===== src/rtl/alu_exec_stage.sv =====
// Single-entry ALU execute stage: computes ADD/SUB/AND/ORR/EOR, evaluates the
// ARM condition code against the APSR flags and holds the result for writeback.
package alu_pkg;
  typedef enum logic [3:0] {
    ALU_ADD = 4'd0,
    ALU_SUB = 4'd1,
    ALU_AND = 4'd2,
    ALU_ORR = 4'd3,
    ALU_EOR = 4'd4
  } alu_op_t;

  typedef struct packed {
    logic n;
    logic z;
    logic c;
    logic v;
  } alu_flags_t;
endpackage

module alu_exec_stage
  import alu_pkg::*;
(
  input  logic        clk,
  input  logic        rst_n,
  input  logic        in_valid,
  output logic        in_ready,
  input  alu_op_t     in_op,
  input  logic [31:0] in_a,
  input  logic [31:0] in_b,
  input  logic [3:0]  in_rd,
  input  logic        in_set_flags,
  input  logic [3:0]  in_cond,
  input  logic        flush,
  output logic        out_valid,
  input  logic        out_ready,
  output logic [31:0] out_result,
  output logic [3:0]  out_rd,
  output logic        out_we,
  output alu_flags_t  flags_q
);

  logic        out_valid_reg;
  logic [31:0] out_result_reg;
  logic [3:0]  out_rd_reg;
  logic        out_we_reg;
  alu_flags_t  flags_reg;

  logic [32:0] sum_next;
  logic [31:0] result_next;
  alu_flags_t  flags_next;
  logic        legal_next;
  logic        cond_ok;
  logic        accept;

  function automatic logic cond_pass(input logic [3:0] cond, input alu_flags_t f);
    logic pass;
    case (cond)
      4'd0:    pass = f.z;
      4'd1:    pass = !f.z;
      4'd2:    pass = f.c;
      4'd3:    pass = !f.c;
      4'd4:    pass = f.n;
      4'd5:    pass = !f.n;
      4'd6:    pass = f.v;
      4'd7:    pass = !f.v;
      4'd8:    pass = f.c && !f.z;
      4'd9:    pass = !f.c || f.z;
      4'd10:   pass = (f.n == f.v);
      4'd11:   pass = (f.n != f.v);
      4'd12:   pass = !f.z && (f.n == f.v);
      4'd13:   pass = f.z || (f.n != f.v);
      default: pass = 1'b1;
    endcase
    return pass;
  endfunction

  always_comb begin
    sum_next    = 33'd0;
    result_next = 32'd0;
    flags_next  = flags_reg;
    legal_next  = 1'b1;
    case (in_op)
      ALU_ADD: begin
        sum_next     = {1'b0, in_a} + {1'b0, in_b};
        result_next  = sum_next[31:0];
        flags_next.c = sum_next[32];
        flags_next.v = (in_a[31] == in_b[31]) && (result_next[31] != in_a[31]);
      end
      ALU_SUB: begin
        // Carry out of a + ~b + 1 is the inverted borrow.
        sum_next     = {1'b0, in_a} + {1'b0, ~in_b} + 33'd1;
        result_next  = sum_next[31:0];
        flags_next.c = sum_next[32];
        flags_next.v = (in_a[31] != in_b[31]) && (result_next[31] != in_a[31]);
      end
      ALU_AND: result_next = in_a & in_b;
      ALU_ORR: result_next = in_a | in_b;
      ALU_EOR: result_next = in_a ^ in_b;
      default: legal_next = 1'b0;
    endcase
    if (legal_next) begin
      flags_next.n = result_next[31];
      flags_next.z = (result_next == 32'd0);
    end
  end

  assign in_ready = !out_valid_reg || out_ready;
  assign accept   = in_valid && in_ready && !flush;
  assign cond_ok  = cond_pass(in_cond, flags_reg);

  always_ff @(posedge clk or negedge rst_n) begin
    if (!rst_n) begin
      out_valid_reg  <= 1'b0;
      out_result_reg <= 32'd0;
      out_rd_reg     <= 4'd0;
      out_we_reg     <= 1'b0;
      flags_reg      <= '0;
    end else begin
      if (flush) begin
        out_valid_reg <= 1'b0;
      end else if (accept) begin
        out_valid_reg  <= 1'b1;
        out_result_reg <= result_next;
        out_rd_reg     <= in_rd;
        out_we_reg     <= cond_ok && legal_next;
      end else if (out_ready) begin
        out_valid_reg <= 1'b0;
      end
      // Flags commit on the accept edge so the next instruction sees them at once.
      if (accept && in_set_flags && cond_ok && legal_next) begin
        flags_reg <= flags_next;
      end
    end
  end

  assign out_valid  = out_valid_reg;
  assign out_result = out_result_reg;
  assign out_rd     = out_rd_reg;
  assign out_we     = out_we_reg;
  assign flags_q    = flags_reg;

endmodule


===== config.mk =====
export PLATFORM = sky130hd
export DESIGN_NAME = alu_exec_stage
export DESIGN_NICKNAME = d
export VERILOG_FILES = /design/src/rtl/alu_exec_stage.sv
export SDC_FILE = /design/constraint.sdc
export NUM_CORES = 1
export LEC_CHECK = 0
export CAP_MARGIN = 20
export CORE_UTILIZATION = 40
export CTS_BUF_LIST = sky130_fd_sc_hd__clkbuf_2 sky130_fd_sc_hd__clkbuf_4 sky130_fd_sc_hd__clkbuf_8
export DETAILED_ROUTE_END_ITERATION = 10
export DONT_BUFFER_PORTS = 1
export SLEW_MARGIN = 20
export SYNTH_ARGS = -nofsm -noshare
export SYNTH_HDL_FRONTEND = slang
export SYNTH_SLANG_ARGS = --single-unit

===== constraint.sdc =====
create_clock -name clk -period 2.2 [get_ports clk]
set_input_delay 0.33 -clock clk [delete_from_list [all_inputs] [get_ports clk]]
set_output_delay 0.33 -clock clk [all_outputs]
set_load 0.02 [all_outputs]

After elaboration in Yosys (flattened, before gate mapping)

Index checks and enable logic that the tools add are counted.

Bits of input ports: 82
Output and inout port bits: 43
Bits in read-only memories: 0
Latch bits: 0
Bits in registers: 42
Memories: 0
Logic and storage cells: 74
RAM bits: 0

Eq/ne operators: 23
Multipliers: 0
Magnitude comparators: 0
Div/mod/pow operators: 0
Bitwise operators: 5
$add $sub $neg: 3
Muxes and demuxes: 7
Reduce and logical (&&, ||, !) cells: 28
Shift operators: 0

Operators by type and width:

| kind                                                             | count |
|---|---|
| 32-bit one-hot mux with 5 select lines                           | 1 |
| 32-bit by 32-bit adder with 33-bit output                        | 2 |
| 33-bit by 1-bit adder with 33-bit output (second input constant) | 1 |
| 32-bit AND                                                       | 1 |
| 32-bit logical NOT                                               | 1 |
| 32-bit inverter                                                  | 1 |
| 32-bit bitwise OR                                                | 1 |
| 32-bit bitwise XOR                                               | 1 |
| 4-bit == test (second input constant)                            | 6 |
| 4-bit by 3-bit == test with 1-bit output (second input constant) | 5 |
| 4-bit by 2-bit == test with 1-bit output (second input constant) | 4 |
| 1-bit one-hot mux with 14 select lines                           | 1 |
| 1-bit logical AND                                                | 10 |
| 4-bit by 1-bit == test with 1-bit output (second input constant) | 2 |
| 4-bit logical NOT                                                | 2 |
| 1-bit logical NOT                                                | 6 |
| 2-bit AND reduction                                              | 3 |
| 5-bit OR reduction                                               | 1 |
| 1-bit 2-to-1 mux                                                 | 4 |
| 1-bit != test                                                    | 4 |
| 2-bit one-hot mux with 2 select lines                            | 1 |
| 1-bit logical OR                                                 | 3 |
| 3-bit nonzero test                                               | 1 |
| 1-bit == test                                                    | 2 |
| other kinds (2)                                                  | 2 |

Logic depth before layout (Yosys ltp)

Gate-level depths: netlist of run 1.

Depth after elaboration: 8
Depth in mapped cells: 14
Depth with buffers taken out: 14

Worst setup path after synthesis of run 1

OpenSTA, ideal clock, no wires.

Path type: in2reg
From: in in_a[0]
To: reg flags_reg (netlist bit flags_q[2])
Data arrival time: 3.285 ns
Buffers on the path: 0
Slack: -1.149 ns
Stages: 14
Cell sequence: inv_1 > ha_1 > fa_1 > or2_0 > a221oi_1 > o311a_1 > o31ai_2 > a211oi_1 > o221ai_1 > or4_1 > nor4_1 > nand4_1 > nor4_1 > a21o_1

Word-level cells in the longest chain between the ends: 4

RTL lines:

| element                                    | RTL line | text |
|---|---|---|
| start: declaration                         | 28       | `input logic [31:0] in_a,` |
| 32-bit by 32-bit adder with 33-bit output  | 91       | `sum_next = {1'b0, in_a} + {1'b0, ~in_b} + 33'd1;` |
| 33-bit by 1-bit adder with 33-bit output   | 91       |  |
| 32-bit one-hot mux with 5 select lines (*) | 82       | `case (in_op)` |
| 32-bit logical NOT (*)                     | 103      | `flags_next.z = (result_next == 32'd0);` |
| end signal: assignment                     | 131      | `flags_reg <= flags_next;` |
| end: declaration                           | 46       | `alu_flags_t flags_reg;` |

Every way passes the cells marked *; elsewhere a longest branch is shown, timed or not.
A chain may end at the register's enable or synchronous reset.

Final worst setup path of run 1

Same ends and word-level chain as after synthesis.

==> key figures, run 1 <==
Floorplan
  – Initial Utilization: 0.407
  – Core Region: 18,000 um^2
  – Area of the die: 18,800 um^2
  – Vertical extent of the die: 137 um
  – Floorplan row count: 49
  – Number of top-level pins: 125
  – Width of the chip: 137 um

Timing
  – Tightest Pin Transition: 734 ps
  – Post-route minimum period: 3080 ps
  – Worst Setup Slack, final: -881 ps
  – Unrepaired setup endpoints after global routing: yes
  – Fin. max-slew vios: 0
  – Final worst path period share: 1.40
  – Skew final: 6.59 ps
  – Peak Freq: 0.325 GHz
  – Hold Violations, Final: 0
  – Worst slew margin relative to its limit: 0.506
  – Setup Total Neg Slack: -9580 ps
  – Final setup violating endpoints: 25

Clock network
  – Clk_lat worst skew: 290 ps
  – Clock buffer count from CTS: 5
  – H-tree depth: 2
  – Clock transition at path regs: 80 ps
  – Buffer type at the clock tree root: clkbuf_8
  – Clock buffer depth: 2
  – Clock Sinks: 42
  – CTS tree: done

Critical path
  – Worst-path cell with the longest stage delay: or4_1
  – Critical path data required time: 2430 ps
  – Count of cells along the worst register-to-register path: 11
  – Arrival time at the worst endpoint: 3310 ps
  – Crit path launch type: input port
  – Setup crit start: in_a[0]
  – Endpoint of the worst-slack reg-to-reg timing path: flags_q[2]
  – Critical Path Max Stage Delay: 530 ps
  – Critical path peak fanout: 3
  – Kind of critical path: input port to register
  – Setup slack, reg-to-reg: -330 ps
  – Top cell by count, worst path: nor4_2
  – Start of the worst register-to-register path: flags_q[3]
  – Worst path cell trace: inv_12 -> ha_4 -> fa_2 -> or2_1 -> a221oi_2 -> o311a_1 -> o31ai_2 -> a211oi_2 -> o221ai_2 -> or4_1 -> nor4_2 -> nand4_1 -> nor4_2 -> a21o_1
  – Critical Path End Type: register

Outcome
  – Outcome: complete, but fails checks
  – Failing checks: setup timing

Global route
  – Grt ovf: 0
  – GRT Total Usage: 0.308
  – Maximum number of pins on one net before global-route repair: 43
  – Antenna violations before repair: 0
  – Number of global-route vias before repair: 8,840
  – Wire length of the first global-routing pass: 45,500 um

Synth
  – Leading register cell type out of synthesis: dfrtp_1
  – Count of distinct cell types in the synthesized netlist: 81
  – Total of warnings raised by yosys: 0
  – Share of synthesized area occupied by flip-flops and latches: 0.144
  – Net count after synthesis: 1,221
  – Post-synth EDFFs: 0
  – Combined area of all synthesized cells: 7310 um^2
  – Mapped Cells: 1,033
  – FFs w/ async S/R, synth: 1.00
  – Average instance area after synthesis: 7.08 um^2
  – Count of state elements after synthesis: 42

Drt
  – Antenna viol nets, final: 0
  – Total vias in the final route: 9,134
  – Average wire per standard cell: 18.5 um
  – Detailed-router iteration count before antenna repair: 8
  – Count of routing violations after the opening detailed-route iteration: 664
  – Residual DRC: 0
  – Via-to-Cell Ratio: 5.80
  – Total Routed Length: 29,100 um

Power and ir drop
  – Worst supply voltage drop on vdd: 0.527 mV
  – Pwr/cell area: 382 nW/um^2
  – Power Total: 4380 uW
  – Static leakage: 0.00541 uW

Min path
  – Number of stages on the worst hold path: 1
  – Startpoint of the lowest-slack hold path: flush
  – Class of the tightest hold or removal check: input port to register
  – Hold-critical path endpoint: out_valid

Cells and area
  – Sequential cell area in the final layout: 1050 um^2
  – Synth-to-layout area growth: 57.1%
  – Nets: 1,533
  – Number of diodes added for antenna fixing: 0
  – Share of post-route cells with drive strength above 1: 0.410
  – Largest register FFs: 32
  – Post-route design area: 11,500 um^2
  – Area used by multi-input combinational logic: 6760 um^2
  – Fill cell count: 1,640

Placed design
  – Placed cell areas: 10,300 um^2
  – Worst Setup Slack post-DPL: -1370 ps
  – Placer's final routability congestion estimate: 1.01
  – Input/output buffers: 0
  – Half-perimeter wire length after placement: 23,400 um

Flow run
  – Number of maximum-capacitance violations: 0
[layout make-up]
class / instances / area share
clock buffer: 6 / 0.00719
clock inverter: 2 / 0.00109
inverter: 102 / 0.0417
multi-input combinational: 836 / 0.588
sequential: 42 / 0.0915
tap: 229 / 0.0249
timing repair buffer: 358 / 0.245
[kinds of logic (layout without fill, tap and decap cells)]
kind of cell / after synthesis / in the layout / share of synthesized area
AO/OA/AOI/OAI: 335 / 335 / 0.321
XOR/XNOR: 11 / 11 / 0.0132
adder cells (fa/ha/maj): 106 / 106 / 0.183
buffers and inverters: 155 / 468 / 0.0832
flip-flops: 42 / 42 / 0.144
multiplexers: 9 / 9 / 0.0145
AND/OR/NAND/NOR: 375 / 375 / 0.241
[worst max-delay path by stage]
stage               cells past startpoint  slack, ps          to
global placement                       14      -1280  flags_q[2]
CTS                                    14       -910  flags_q[2]
global route                           14      -1060  flags_q[2]
floorplan                              14      -1010  flags_q[2]
finish                                 14       -880  flags_q[2]
detailed placement                     14      -1370  flags_q[2]
[stage by stage]
step	std cells	utilization	hold WS, ps
3_5_place_dp	1545	0.574	35.1
3_3_place_gp	1545	0.574	35.1
4_1_cts	1571	0.620	90.2
5_1_grt	1575	0.639	81.9
6_report	1575	0.639	93.3
2_1_floorplan	1033	-	34.4
[layer usage]
layer,wire length [um],global-route usage,vias up
met5,0,0,-
met4,856,0.0916,0
met3,2730,0.0511,72
met2,12700,0.495,402
met1,12800,0.421,4293
li1,-,-,4367
[critical path, delay by kind of cell]
kind	cells	cell delay [ps]
buffers and inverters	1	10
adders and majority gates	2	500
and+or+nand+nor	5	1380
AOI/OAI and AO/OA	6	1090
[synthesized netlist by cell type, types with 5 or more instances]
cell type	count	area, um^2
and2_1	5	31.3
xnor2_1	10	87.6
a211oi_1	17	128
ha_1	104	1300
a31oi_1	13	81.3
nor4_1	11	68.8
o21bai_1	13	97.6
nand3_1	33	165
nand2_1	126	473
a221oi_1	11	96.3
a2111oi_0	7	61.3
nor2b_1	11	68.8
a21o_1	19	143
o221ai_1	10	87.6
nor3_1	29	145
or3_1	6	37.5
nor2_1	96	360
dfrtp_1	42	1050
inv_1	97	364
and3_1	6	37.5
a21oi_1	75	375
o21ai_0	47	235
nand2b_1	6	37.5
o211ai_1	17	128
a41oi_1	5	43.8
o31a_1	6	52.6
buf_2	15	75.1
o21a_1	6	45.0
mux2i_1	5	50.1
nor3b_1	6	45.0
nand4_1	12	75.1
inv_2	5	18.8
o21ai_1	12	60.1
nand3b_1	6	45.0
o31ai_1	10	75.1
clkbuf_1	36	135
a211o_1	6	52.6
or2_2	8	50.1
a221o_1	5	50.1
[report_power, final]
| group | leakage, uW | switching, uW | total, uW | internal (uW) |
|---|---|---|---|---|
| clock network | 0.0000472 | 258 | 510 | 252 |
| registers | 0.000549 | 216 | 1100 | 879 |
| logic | 0.00481 | 1390 | 2780 | 1380 |
[placed cells by master, fill, tap and decap left out, types with 6 or more instances in the layout]
master | netlist | routed
buf_4 | 0 | 326
nand2_1 | 126 | 117
nor2_1 | 96 | 92
ha_1 | 104 | 82
inv_1 | 97 | 76
a21oi_1 | 75 | 59
dfrtp_1 | 42 | 42
o21ai_0 | 47 | 34
nand3_1 | 33 | 31
buf_6 | 1 | 30
nor3_1 | 29 | 24
ha_4 | 0 | 20
a21o_1 | 19 | 18
o211ai_1 | 17 | 17
inv_2 | 5 | 15
o21ai_1 | 12 | 14
nand4_1 | 12 | 12
a31oi_1 | 13 | 10
a211oi_1 | 17 | 10
a21oi_2 | 1 | 10
o21ai_2 | 0 | 10
nor2b_1 | 11 | 9
nand2_2 | 0 | 9
o21bai_1 | 13 | 9
xnor2_1 | 10 | 8
a21oi_4 | 0 | 7
or2_2 | 8 | 7
o31ai_1 | 10 | 6
o21a_1 | 6 | 6
o31a_1 | 6 | 6
a221oi_1 | 11 | 6
nand3b_1 | 6 | 6
nor4_1 | 11 | 6
or3_1 | 6 | 6
o221ai_1 | 10 | 6
clkbuf_8 | 0 | 6
[timing repair]
item                                    CTS  global route
hold buffers                              2             0
resized for setup                       119            74
pin swaps                                59            53
hold endpoints to repair                 42             0
endpoints found under the setup margin   27            30
buffers inserted                         21            11
(Power assumes the default switching activity.)
==> run 2, diff against run 1 <==
- CORE_ASPECT_RATIO: unset -> 1.4
- CTS_BUF_LIST: sky130_fd_sc_hd__clkbuf_2 sky130_fd_sc_hd__clkbuf_4 sky130_fd_sc_hd__clkbuf_8 -> sky130_fd_sc_hd__clkbuf_4
==> run 2 against run 1 <==
The run still ends with setup timing left. Critical endpoint unchanged. Design area up 0.99%. Die area barely moved. Sequential share of layout area shrank 0.090 points.
==> key figures, run 2 (synthesis results as in run 1) <==
Drt
  – Via-to-Cell Ratio: 5.72
  – Total Routed Length: 30,200 um
  – Residual DRC: 0
  – Detailed-router iteration count before antenna repair: 5
  – Count of routing violations after the opening detailed-route iteration: 666
  – Total vias in the final route: 9,195
  – Antenna viol nets, final: 0
  – Average wire per standard cell: 18.8 um

Clock network
  – CTS tree: done
  – Clock buffer depth: 2
  – Clock buffer count from CTS: 5
  – Clock Sinks: 42
  – H-tree depth: 2
  – Buffer type at the clock tree root: clkbuf_4
  – Clock transition at path regs: 120 ps
  – Clk_lat worst skew: 360 ps

Timing
  – Fin. max-slew vios: 0
  – Unrepaired setup endpoints after global routing: yes
  – Hold Violations, Final: 0
  – Peak Freq: 0.328 GHz
  – Final setup violating endpoints: 25
  – Worst slew margin relative to its limit: 0.605
  – Skew final: 9.12 ps
  – Final worst path period share: 1.38
  – Tightest Pin Transition: 588 ps
  – Setup Total Neg Slack: -9240 ps
  – Post-route minimum period: 3050 ps
  – Worst Setup Slack, final: -845 ps

Global route
  – Maximum number of pins on one net before global-route repair: 43
  – GRT Total Usage: 0.314
  – Number of global-route vias before repair: 9,054
  – Grt ovf: 0
  – Wire length of the first global-routing pass: 45,900 um
  – Antenna violations before repair: 0

Cells and area
  – Synth-to-layout area growth: 58.7%
  – Largest register FFs: 32
  – Nets: 1,554
  – Share of post-route cells with drive strength above 1: 0.419
  – Most common cell after layout, fill and taps aside: buf_4
  – Commonest cells after routing, fill and taps aside: buf_4, nand2_1, nor2_1, ha_1, inv_1
  – Post-Route Utilization: 0.647
  – Fill cell count: 1,622
  – Number of diodes added for antenna fixing: 0

Floorplan
  – Core Region: 17,900 um^2
  – Width of the chip: 116 um
  – Initial Utilization: 0.408
  – Area of the die: 18,800 um^2
  – Floorplan row count: 58
  – Vertical extent of the die: 162 um
  – Number of top-level pins: 125

Power and ir drop
  – Static leakage: 0.00549 uW
  – Pwr/cell area: 371 nW/um^2
  – Worst supply voltage drop on vdd: 0.209 mV
  – Power Total: 4310 uW

Critical path
  – Critical Path End Type: register
  – Top cell by count, worst path: a21o_1
  – Critical path data required time: 2510 ps
  – Critical path peak fanout: 4
  – Kind of critical path: input port to register
  – Arrival time at the worst endpoint: 3350 ps
  – Critical Path Max Stage Delay: 430 ps
  – Worst-path cell with the longest stage delay: a221o_1
  – Crit path launch type: input port
  – Worst path cell trace: inv_8 -> ha_4 -> a21o_1 -> a221o_1 -> a221oi_4 -> a21oi_2 -> o31a_1 -> a31oi_2 -> mux2i_1 -> nor4b_2 -> nand4_1 -> nor4_2 -> a21o_1
  – CP top delay family: compound AO/OA/AOI/OAI gates
  – WP buf/inv: 1

Outcome
  – Outcome: complete, but fails checks
  – Failing checks: setup timing

Min path
  – Class of the tightest hold or removal check: input port to register

Placed design
  – Input/output buffers: 0
  – Placer's final routability congestion estimate: 0.989
  – Half-perimeter wire length after placement: 24,400 um

Flow run
  – Number of maximum-capacitance violations: 0
## run 2: area by class of cell
| type | count | area [um^2] | area share |
|---|---|---|---|
| multi-input cells | 836 | 6710 | 0.579 |
| clock buffers | 6 | 45.0 | 0.00388 |
| flip-flops and latches | 42 | 1050 | 0.0906 |
| repair buffers | 379 | 2980 | 0.257 |
| clock inverters | 2 | 13.8 | 0.00119 |
| well taps | 240 | 300 | 0.0259 |
| inverters | 102 | 495 | 0.0427 |
## run 2: stage by stage
stage / instance area [um^2] / std cells / setup WS, ps / hold WS [ps]
floorplan: 7740 / 1033 / -1010 / 34.4
global placement: 10400 / 1563 / -1240 / 35.1
detailed placement: 10400 / 1563 / -1390 / 35.2
CTS: 11400 / 1603 / -804 / 21.6
global route: 11600 / 1607 / -938 / 12.2
finish: 11600 / 1607 / -845 / 26.6
## run 2: worst paths after layout
path | slack [ps] | cells after the start | startpoint | end
max in group asynchronous | 1570 | 2 | rst_n | flags_q[1]
worst min register to register | 570 | 2 | flags_q[3] | flags_q[3]
min in group asynchronous | 430 | 2 | rst_n | out_rd[1]
worst min-delay path | 30 | 1 | flush | out_valid
worst max register to register | -330 | 11 | flags_q[3] | flags_q[2]
worst max-delay path | -850 | 13 | in_a[8] | flags_q[2]
## run 2: repair_timing
action | in CTS | in global routing
pin swaps | 58 | 37
endpoints found under the hold margin | 42 | 0
setup endpoints to repair | 24 | 28
hold buffers | 2 | 0
gates resized for setup | 138 | 42
buffers inserted | 35 | 7
gates cloned | 0 | 0
## run 2: routing by layer
| layer | part of all wire | track usage | wire (um) |
|---|---|---|---|
| met2 | 0.50 | 0.560 | 15000 |
| met5 | 0 | 0 | 0 |
| met3 | 0.068 | 0.0429 | 2050 |
| met4 | 0.046 | 0.141 | 1390 |
| met1 | 0.39 | 0.366 | 11800 |
## run 2: report_power, final
| group | internal [uW] | switching [uW] | leakage [uW] |
|---|---|---|---|
| Combinational | 1420 | 1410 | 0.00491 |
| Sequential | 879 | 214 | 0.000549 |
| Clock | 138 | 245 | 0.0000356 |
